File: src/rtl/multibyte_add_sequencer_pkg.sv
// Shared types and constants for the multibyte add/subtract sequencer and its byte slice mux.
// Holds the FSM state encoding, the byte/nibble widths and the byte-index width helper.
package multibyte_add_sequencer_pkg;

  typedef enum logic [1:0] {
    IDLE = 2'd0,
    RUN  = 2'd1,
    DONE = 2'd2
  } state_t;

  localparam int BYTE_W   = 8;
  localparam int NIBBLE_W = 4;

  // A single-byte build still needs a 1-bit index.
  function automatic int idx_w(input int bytes);
    return (bytes > 1) ? $clog2(bytes) : 1;
  endfunction

endpackage

File: src/rtl/multibyte_add_sequencer_byte_slice_mux.sv
// Selects byte idx of both operand words and splits it into nibbles; purely combinational, zero latency.
// No handshake: when en is low every nibble is driven to zero.
module multibyte_add_sequencer_byte_slice_mux
  import multibyte_add_sequencer_pkg::*;
#(
  parameter int BYTES = 4,
  parameter int W     = 8 * BYTES,
  parameter int IW    = idx_w(BYTES)
) (
  input  logic [W-1:0]        a_word,
  input  logic [W-1:0]        b_word,
  input  logic [IW-1:0]       idx,
  input  logic                en,
  output logic [NIBBLE_W-1:0] a_msb,
  output logic [NIBBLE_W-1:0] a_lsb,
  output logic [NIBBLE_W-1:0] b_msb,
  output logic [NIBBLE_W-1:0] b_lsb
);

  logic [BYTE_W-1:0] a_byte;
  logic [BYTE_W-1:0] b_byte;

  always_comb begin
    a_byte = a_word[BYTE_W*int'(idx) +: BYTE_W];
    b_byte = b_word[BYTE_W*int'(idx) +: BYTE_W];
    a_msb  = '0;
    a_lsb  = '0;
    b_msb  = '0;
    b_lsb  = '0;
    if (en) begin
      a_msb = a_byte[BYTE_W-1:NIBBLE_W];
      a_lsb = a_byte[NIBBLE_W-1:0];
      b_msb = b_byte[BYTE_W-1:NIBBLE_W];
      b_lsb = b_byte[NIBBLE_W-1:0];
    end
  end

endmodule

File: src/rtl/multibyte_add_sequencer.sv
// Byte-serial W-bit add/sub through one external 8-bit adder; result valid BYTES cycles after accept.
// in_ready is low while busy; the result is held in DONE for as long as out_ready stays low.
module multibyte_add_sequencer
  import multibyte_add_sequencer_pkg::*;
#(
  parameter int BYTES = 4
) (
  input  logic                  clk,
  input  logic                  rst_n,
  input  logic                  in_valid,
  output logic                  in_ready,
  input  logic [8*BYTES-1:0]    op_a,
  input  logic [8*BYTES-1:0]    op_b,
  input  logic                  sub,
  input  logic                  cin,
  output logic                  out_valid,
  input  logic                  out_ready,
  output logic [8*BYTES-1:0]    result,
  output logic                  carry_out,
  output logic                  overflow,
  output logic [NIBBLE_W-1:0]   adder_a_msb,
  output logic [NIBBLE_W-1:0]   adder_a_lsb,
  output logic [NIBBLE_W-1:0]   adder_b_msb,
  output logic [NIBBLE_W-1:0]   adder_b_lsb,
  output logic                  adder_carry_in,
  input  logic [BYTE_W-1:0]     adder_sum,
  input  logic                  adder_carry_out
);

  localparam int W  = 8 * BYTES;
  localparam int IW = idx_w(BYTES);
  localparam logic [IW-1:0] LAST_IDX = IW'(BYTES - 1);

  state_t        state_q, state_d;
  logic [W-1:0]  a_reg, b_reg, result_reg;
  logic          carry_reg;
  logic [IW-1:0] idx_q;
  logic          accept, capture, in_run, in_done;

  assign in_run  = (state_q == RUN);
  assign in_done = (state_q == DONE);

  always_comb begin
    state_d = state_q;
    accept  = 1'b0;
    capture = 1'b0;
    case (state_q)
      IDLE: begin
        if (in_valid) begin
          accept  = 1'b1;
          state_d = RUN;
        end
      end
      RUN: begin
        capture = 1'b1;
        if (idx_q == LAST_IDX) state_d = DONE;
      end
      DONE: begin
        if (out_ready) state_d = IDLE;
      end
      default: state_d = IDLE;
    endcase
  end

  always_ff @(posedge clk or negedge rst_n) begin
    if (!rst_n) state_q <= IDLE;
    else        state_q <= state_d;
  end

  always_ff @(posedge clk or negedge rst_n) begin
    if (!rst_n) begin
      a_reg      <= '0;
      b_reg      <= '0;
      result_reg <= '0;
      carry_reg  <= 1'b0;
      idx_q      <= '0;
    end else if (accept) begin
      a_reg     <= op_a;
      b_reg     <= sub ? ~op_b : op_b;
      carry_reg <= sub ? 1'b1 : cin;
      idx_q     <= '0;
    end else if (capture) begin
      result_reg[BYTE_W*int'(idx_q) +: BYTE_W] <= adder_sum;
      carry_reg <= adder_carry_out;
      // Stop at the last byte so idx never points past the operand.
      idx_q     <= (idx_q == LAST_IDX) ? '0 : idx_q + 1'b1;
    end
  end

  multibyte_add_sequencer_byte_slice_mux #(
    .BYTES (BYTES),
    .W     (W),
    .IW    (IW)
  ) u_byte_slice_mux (
    .a_word (a_reg),
    .b_word (b_reg),
    .idx    (idx_q),
    .en     (in_run),
    .a_msb  (adder_a_msb),
    .a_lsb  (adder_a_lsb),
    .b_msb  (adder_b_msb),
    .b_lsb  (adder_b_lsb)
  );

  assign adder_carry_in = in_run & carry_reg;

  // Outputs are gated by DONE so a partially built result is never visible.
  assign in_ready  = rst_n & (state_q == IDLE);
  assign out_valid = in_done;
  assign result    = in_done ? result_reg : '0;
  assign carry_out = in_done & carry_reg;
  assign overflow  = in_done & (a_reg[W-1] == b_reg[W-1]) & (result_reg[W-1] != a_reg[W-1]);

endmodule
File: config.mk
export PLATFORM = sky130hd
export DESIGN_NAME = multibyte_add_sequencer
export DESIGN_NICKNAME = d
export VERILOG_FILES = /design/src/rtl/multibyte_add_sequencer_pkg.sv /design/src/rtl/multibyte_add_sequencer_byte_slice_mux.sv /design/src/rtl/multibyte_add_sequencer.sv
export SDC_FILE = /design/constraint.sdc
export NUM_CORES = 1
export LEC_CHECK = 0
export BUFFER_PORTS_ARGS = -buffer_cell sky130_fd_sc_hd__clkbuf_2
export CAP_MARGIN = 40
export CORE_MARGIN = 4
export CORE_UTILIZATION = 40
export CTS_BUF_LIST = sky130_fd_sc_hd__clkbuf_16
export CTS_CLUSTER_DIAMETER = 200
export DETAILED_ROUTE_END_ITERATION = 6
export PLACE_DENSITY = 0.7
export SLEW_MARGIN = 20
export SYNTH_ARGS = -nofsm -noshare
export SYNTH_HDL_FRONTEND = slang
export SYNTH_HIERARCHICAL = 1
export SYNTH_SLANG_ARGS = --single-unit
File: constraint.sdc
create_clock -name clk -period 2.3 [get_ports clk]
set_clock_uncertainty 0.15 [all_clocks]
set_input_delay 0.46 -clock clk [delete_from_list [all_inputs] [get_ports clk]]
set_output_delay 0.46 -clock clk [all_outputs]
set_load 0.05 [all_outputs]
==> impl_metrics.json, run 1 <==
{
  "status": "finished, final reports clean",
  "synth-async-reset-ratio": 1.00,
  "grt_pass1_wl_mm": 20.0,
  "syn_inst": 497,
  "slew_headroom": 0.635,
  "power_density_nw_per_um2": 1400,
  "fin_cells": 804,
  "hold_violations": 0,
  "rows": 40,
  "core_area_um2": 12100,
  "finalMaxSlewViolations": 0,
  "grt_pass1_vias": 3983,
  "highest-signal-layer": "met4",
  "yosysUniqueCellTypes": 34,
  "route.met2.wl_mm": 5.72,
  "whs_path_depth": 3,
  "required_ns": 1.69,
  "multiInputGateArea_um2": 2400,
  "drt-total-wl_mm": 12.4,
  "period_share": 0.977,
  "n_antenna_cell": 0,
  "ant_nets": 0,
  "dp.cells": 785,
  "clk_pin_slew_ns": 0.07,
  "via_per_inst": 4.84,
  "worstHoldStart": "op_a[16]",
  "setup_ws_ns": 0.0525,
  "path_max_fanout": 13,
  "ff2ff_path_depth": 5,
  "min_period_ns": 2.25,
  "synth.largest_area_cell": "dfrtp_1",
  "yosysSeqAreaShare": 0.507,
  "slowest_delay_ns": 0.41,
  "end_kind": "primary output",
  "start_kind": "flop",
  "cts_buffer_depth": 2,
  "wl_met1_mm": 5.67,
  "r2r-start": "idx_q[0]",
  "fmax_mhz": 445,
  "r2r_setup_slack_ns": 0.23,
  "grt_overflow": 0,
  "dr.pass1.iters": 5,
  "cts_buffers": 9,
  "syn_area_per_cell_um2": 10.0,
  "post-place-ws_ns": 0.219,
  "worst_pin_slew_ns": 0.543,
  "routed-wl-met3_um": 811,
  "cts_tree": "yes",
  "htreeDepth": 3,
  "cp_cell_sequence": "buf_6 > mux2i_2 > o22ai_2 > clkbuf_8",
  "track_usage": 0.174,
  "cts_sinks": 101,
  "synth_edf_count": 0,
  "dieArea_um2": 14300,
  "netlist_top_cells_area": "dfrtp_1 (51%), nand2_1 (11%), mux2i_1 (6.4%)",
  "cap_viol_max_count": 0,
  "syn_nets": 582,
  "remaining_drc_errors": 0,
  "fp.dieW_um": 120,
  "hold_class": "in -> reg",
  "area_growth_pct": 35.7,
  "critPathKind": "reg -> out",
  "rsz0062_at_grt": "true",
  "fillers": 1083,
  "io_buffers": 131,
  "start_util": 0.412,
  "yosysMostFrequentCell": "nand2_1",
  "regToRegEndpoint": "result_reg[10]",
  "wl_per_cell_um": 15.5,
  "arrival_ns": 1.64,
  "peakVddDrop_mv": 0.855,
  "synth-seq-cells": 101,
  "postLayoutCellArea_um2": 6760,
  "drive_above_1_share": 0.319,
  "drt_iter0_drc": 306,
  "cellLeakagePower_nw": 3.27,
  "gp_congestion": 0.814,
  "io_pins": 132,
  "root_buffer": "clkbuf_16",
  "regArea_um2": 2530,
  "synth_top_area_frac": 0.507,
  "synth_flop_cell": "dfrtp_1",
  "fin_util": 0.558,
  "postPlaceCellArea_um2": 6070,
  "worstHoldEndpoint": "a_reg[16]",
  "die_height_um": 120,
  "synth_warnings": 6,
  "tns_ns": 0,
  "fin_nets": 717,
  "num_vias": 3892,
  "antenna_found_initial": 0,
  "grt_max_degree": 58,
  "cp_slowest_cell": "dfrtp_2",
  "dpl.hpwl_mm": 8.56,
  "setup_violations": 0,
  "synth_common_cells": "nand2_1 (146), dfrtp_1 (101), o21ai_0 (42), and2_1 (34)",
  "insertion_delay_ns": 0.34,
  "synth_area_um2": 4980
}
[where the power goes]
part           total [mW]  internal, mW  switching (mW)
registers            3.06          2.60           0.468
logic                5.02          2.15            2.88
clock network        1.36         0.718           0.637
[cell usage in the layout, fill, tap and decap left out, drive strengths merged, types with 16 or more instances in the layout]
cell type	count
nand2	146
o21ai	43
clkbuf	115
a22o	24
mux2i	32
o22ai	16
and2	34
dfrtp	101
buf	47
xnor2	32
[cells by family (layout without fill, tap and decap cells)]
kind of cell	Yosys count	after routing	synth area share
AOI/OAI and AO/OA	86	86	0.109
and+or+nand+nor	206	206	0.203
xor gates and xnor gates	32	32	0.0562
DFF	101	101	0.507
buffers and inverters	34	173	0.0449
muxes	32	32	0.0643
adders and majority gates	6	6	0.0151
[worst max-delay path by stage]
stage,start,to,cells past startpoint
CTS,state_q[0],result[24],5
finish,idx_q[1],adder_a_lsb[0],4
floorplan,state_q[1],adder_a_lsb[0],5
detailed placement,state_q[0],adder_b_lsb[1],6
global placement,state_q[0],adder_b_lsb[0],6
global route,idx_q[1],adder_a_lsb[1],4
[stage by stage]
step / total power, mW / hold slack [ns]
2_1_floorplan: 6.02 / 0.0144
4_1_cts: 9.13 / 0.144
6_report: 9.44 / 0.156
3_5_place_dp: 7.28 / 0.286
5_1_grt: 10.1 / 0.158
3_3_place_gp: 7.14 / 0.305
[per-layer routing]
metal,vias up,GRT usage
li1,1932,-
met1,1824,0.234
met2,122,0.280
met3,14,0.0353
met4,0,0.0616
met5,-,0
[area by class of cell]
type                    count  area share
inverters                   4     0.00222
clock buffers               9      0.0333
well taps                 168      0.0311
flip-flops and latches    101       0.374
multi-input cells         362       0.355
clock inverters             6     0.00481
repair buffers            154       0.199
[worst max-delay path: cells and delay by family, from the launching register on]
kind | cells | cell delay [ns]
compound gates | 1 | 0.14
mux | 1 | 0.33
flops | 1 | 0.41
buf+inv | 2 | 0.42
[repair_timing]
item | in CTS | in global routing
gates cloned | 0 | 2
hold buffers | 1 | 0
endpoints found under the setup margin | 42 | 50
hold endpoints to repair | 12 | 0
setup buffers | 0 | 1
gates resized for setup | 69 | 30
pin swaps | 0 | 1
Note: power is estimated with default switching activity, not from simulation.
==> run 2, diff against run 1 <==
RECOVER_POWER = 100   (was not set)
==> run 2 against run 1 <==
Setup slack worse by 0.0024 ns. Critical path depth unchanged. Fmax decreased by 0.11%. Die area is the same. Cell count unchanged. Wire length is 0.31% higher. Highest routed layer unchanged.
==> impl_metrics.json, run 2 (synthesis results as in run 1) <==
{
  "via_per_inst": 4.87,
  "rows": 40,
  "end_kind": "primary output",
  "required_ns": 1.69,
  "cp.buffers_inverters": 2,
  "layout_common_cells": "nand2_1 (146), dfrtp_1 (99), clkbuf_2 (80)",
  "cap_viol_max_count": 0,
  "use_met1": 0.234,
  "critPathKind": "reg -> out",
  "postPlaceCellArea_um2": 6070,
  "power_frac_seq": 0.324,
  "core_area_um2": 12100,
  "drive_above_1_share": 0.318,
  "min_period_ns": 2.25,
  "cts_sinks": 101,
  "slowest_delay_ns": 0.41,
  "n_antenna_cell": 0,
  "dpl.hpwl_mm": 8.56,
  "p_total_mw": 9.45,
  "combPwrFrac": 0.532,
  "final_common_cell": "nand2_1",
  "p_int_mw": 5.46,
  "cp_top_family": "buffers and inverters",
  "gp_congestion": 0.814,
  "start_util": 0.412,
  "cts_tree": "yes",
  "dr.pass1.iters": 5,
  "fin_cells": 804,
  "rsz0062_at_grt": "true",
  "grt_pass1_vias": 3983,
  "path_max_fanout": 13,
  "die_height_um": 120,
  "drt_iter0_drc": 298,
  "remaining_drc_errors": 0,
  "period_share": 0.978,
  "insertion_delay_ns": 0.34,
  "worst_pin_slew_ns": 0.816,
  "io_pins": 132,
  "htreeDepth": 3,
  "arrival_ns": 1.64,
  "num_vias": 3914,
  "fin_util": 0.557,
  "track_usage": 0.174,
  "dp.cells": 785,
  "fp.dieW_um": 120,
  "setup_violations": 0,
  "drt-total-wl_mm": 12.5,
  "fillers": 1086,
  "wl_per_cell_um": 15.5,
  "root_buffer": "clkbuf_16",
  "grt_max_degree": 58,
  "dieArea_um2": 14300,
  "antenna_found_initial": 0,
  "cts_buffer_depth": 2,
  "hold_class": "in -> reg",
  "grt_overflow": 0,
  "io_buffers": 131,
  "power.switching_mw": 3.99,
  "finalMaxSlewViolations": 0,
  "power_frac_clock": 0.144,
  "cp_slowest_cell": "dfrtp_2",
  "slew_headroom": 0.456,
  "grt_util_met2": 0.280,
  "ant_nets": 0,
  "power_density_nw_per_um2": 1400,
  "fmax_mhz": 444,
  "status": "finished, final reports clean",
  "start_kind": "flop",
  "cellLeakagePower_nw": 3.26,
  "use_met3": 0.0353,
  "cp_cell_sequence": "buf_6 > mux2i_2 > o22ai_2 > clkbuf_8",
  "hold-worst-slack_ns": 0.156,
  "grt_pass1_wl_mm": 20.0,
  "peakVddDrop_mv": 0.856,
  "postLayoutCellArea_um2": 6740,
  "cts_buffers": 9,
  "switching_share": 0.423,
  "area_growth_pct": 35.3,
  "busiest_layer": "met2",
  "hold_violations": 0,
  "clk_pin_slew_ns": 0.07,
  "fin_nets": 717
}
[run 2: changes by cell type in the layout (fill, tap and decap cells not counted), sizes merged]
cell	change
clkbuf	+2
buf	-2
[run 2: worst min-delay path: stages]
cell and delay, ns:
clkbuf_2 0.07, nand2_1 0.04, nand2_1 0.04
[run 2: power groups by stage]
| stage | registers (mW) | logic, mW | clock network [mW] |
|---|---|---|---|
| floorplan | 2.95 | 3.07 | 0 |
| global placement | 3.03 | 4.11 | 0 |
| detailed placement | 3.09 | 4.19 | 0 |
| CTS | 3.07 | 4.67 | 1.39 |
| global route | 3.18 | 5.41 | 1.46 |
| finish | 3.07 | 5.02 | 1.36 |
[run 2: through the flow]
step	worst slack [ns]	TNS [ns]
3_3_place_gp	0.289	0
3_5_place_dp	0.219	0
4_1_cts	-0.0103	-0.0169
6_report	0.0501	0
2_1_floorplan	-0.203	-2.58
5_1_grt	-0.0216	-0.0875
[run 2: worst paths after layout]
kind	start	endpoint	slack (ns)	cells past startpoint
min in group asynchronous	rst_n	b_reg[19]	0.74	3
worst min-delay path	op_a[16]	a_reg[16]	0.16	3
max in group asynchronous	rst_n	a_reg[9]	0.27	4
worst max-delay path	idx_q[1]	adder_a_lsb[0]	0.05	4
worst min register to register	a_reg[6]	a_reg[6]	0.33	2
worst max register to register	idx_q[0]	result_reg[10]	0.22	5
[run 2: per-layer routing]
metal / wire, um / vias up
li1: - / 1930
met1: 5690 / 1840
met5: 0 / -
met4: 221 / 0
met2: 5730 / 130
met3: 816 / 14
[run 2: final cells by class]
class                      instances  area [um2]  area share
sequential                       101        2530       0.375
multi-input combinational        362        2400       0.356
timing repair buffer             154        1330       0.197
clock buffer                       9         225      0.0334
tap                              168         210      0.0312
clock inverter                     6        32.5     0.00482
inverter                           4        15.0     0.00223
[run 2: what timing repair did]
action / 4_1_cts / 5_1_grt
setup endpoints to repair: 42 / 50
cloned: 0 / 2
endpoints found under the hold margin: 12 / 0
hold buffers: 1 / 0
gates resized for setup: 69 / 30
buffers inserted: 0 / 1
pin swaps: 0 / 1
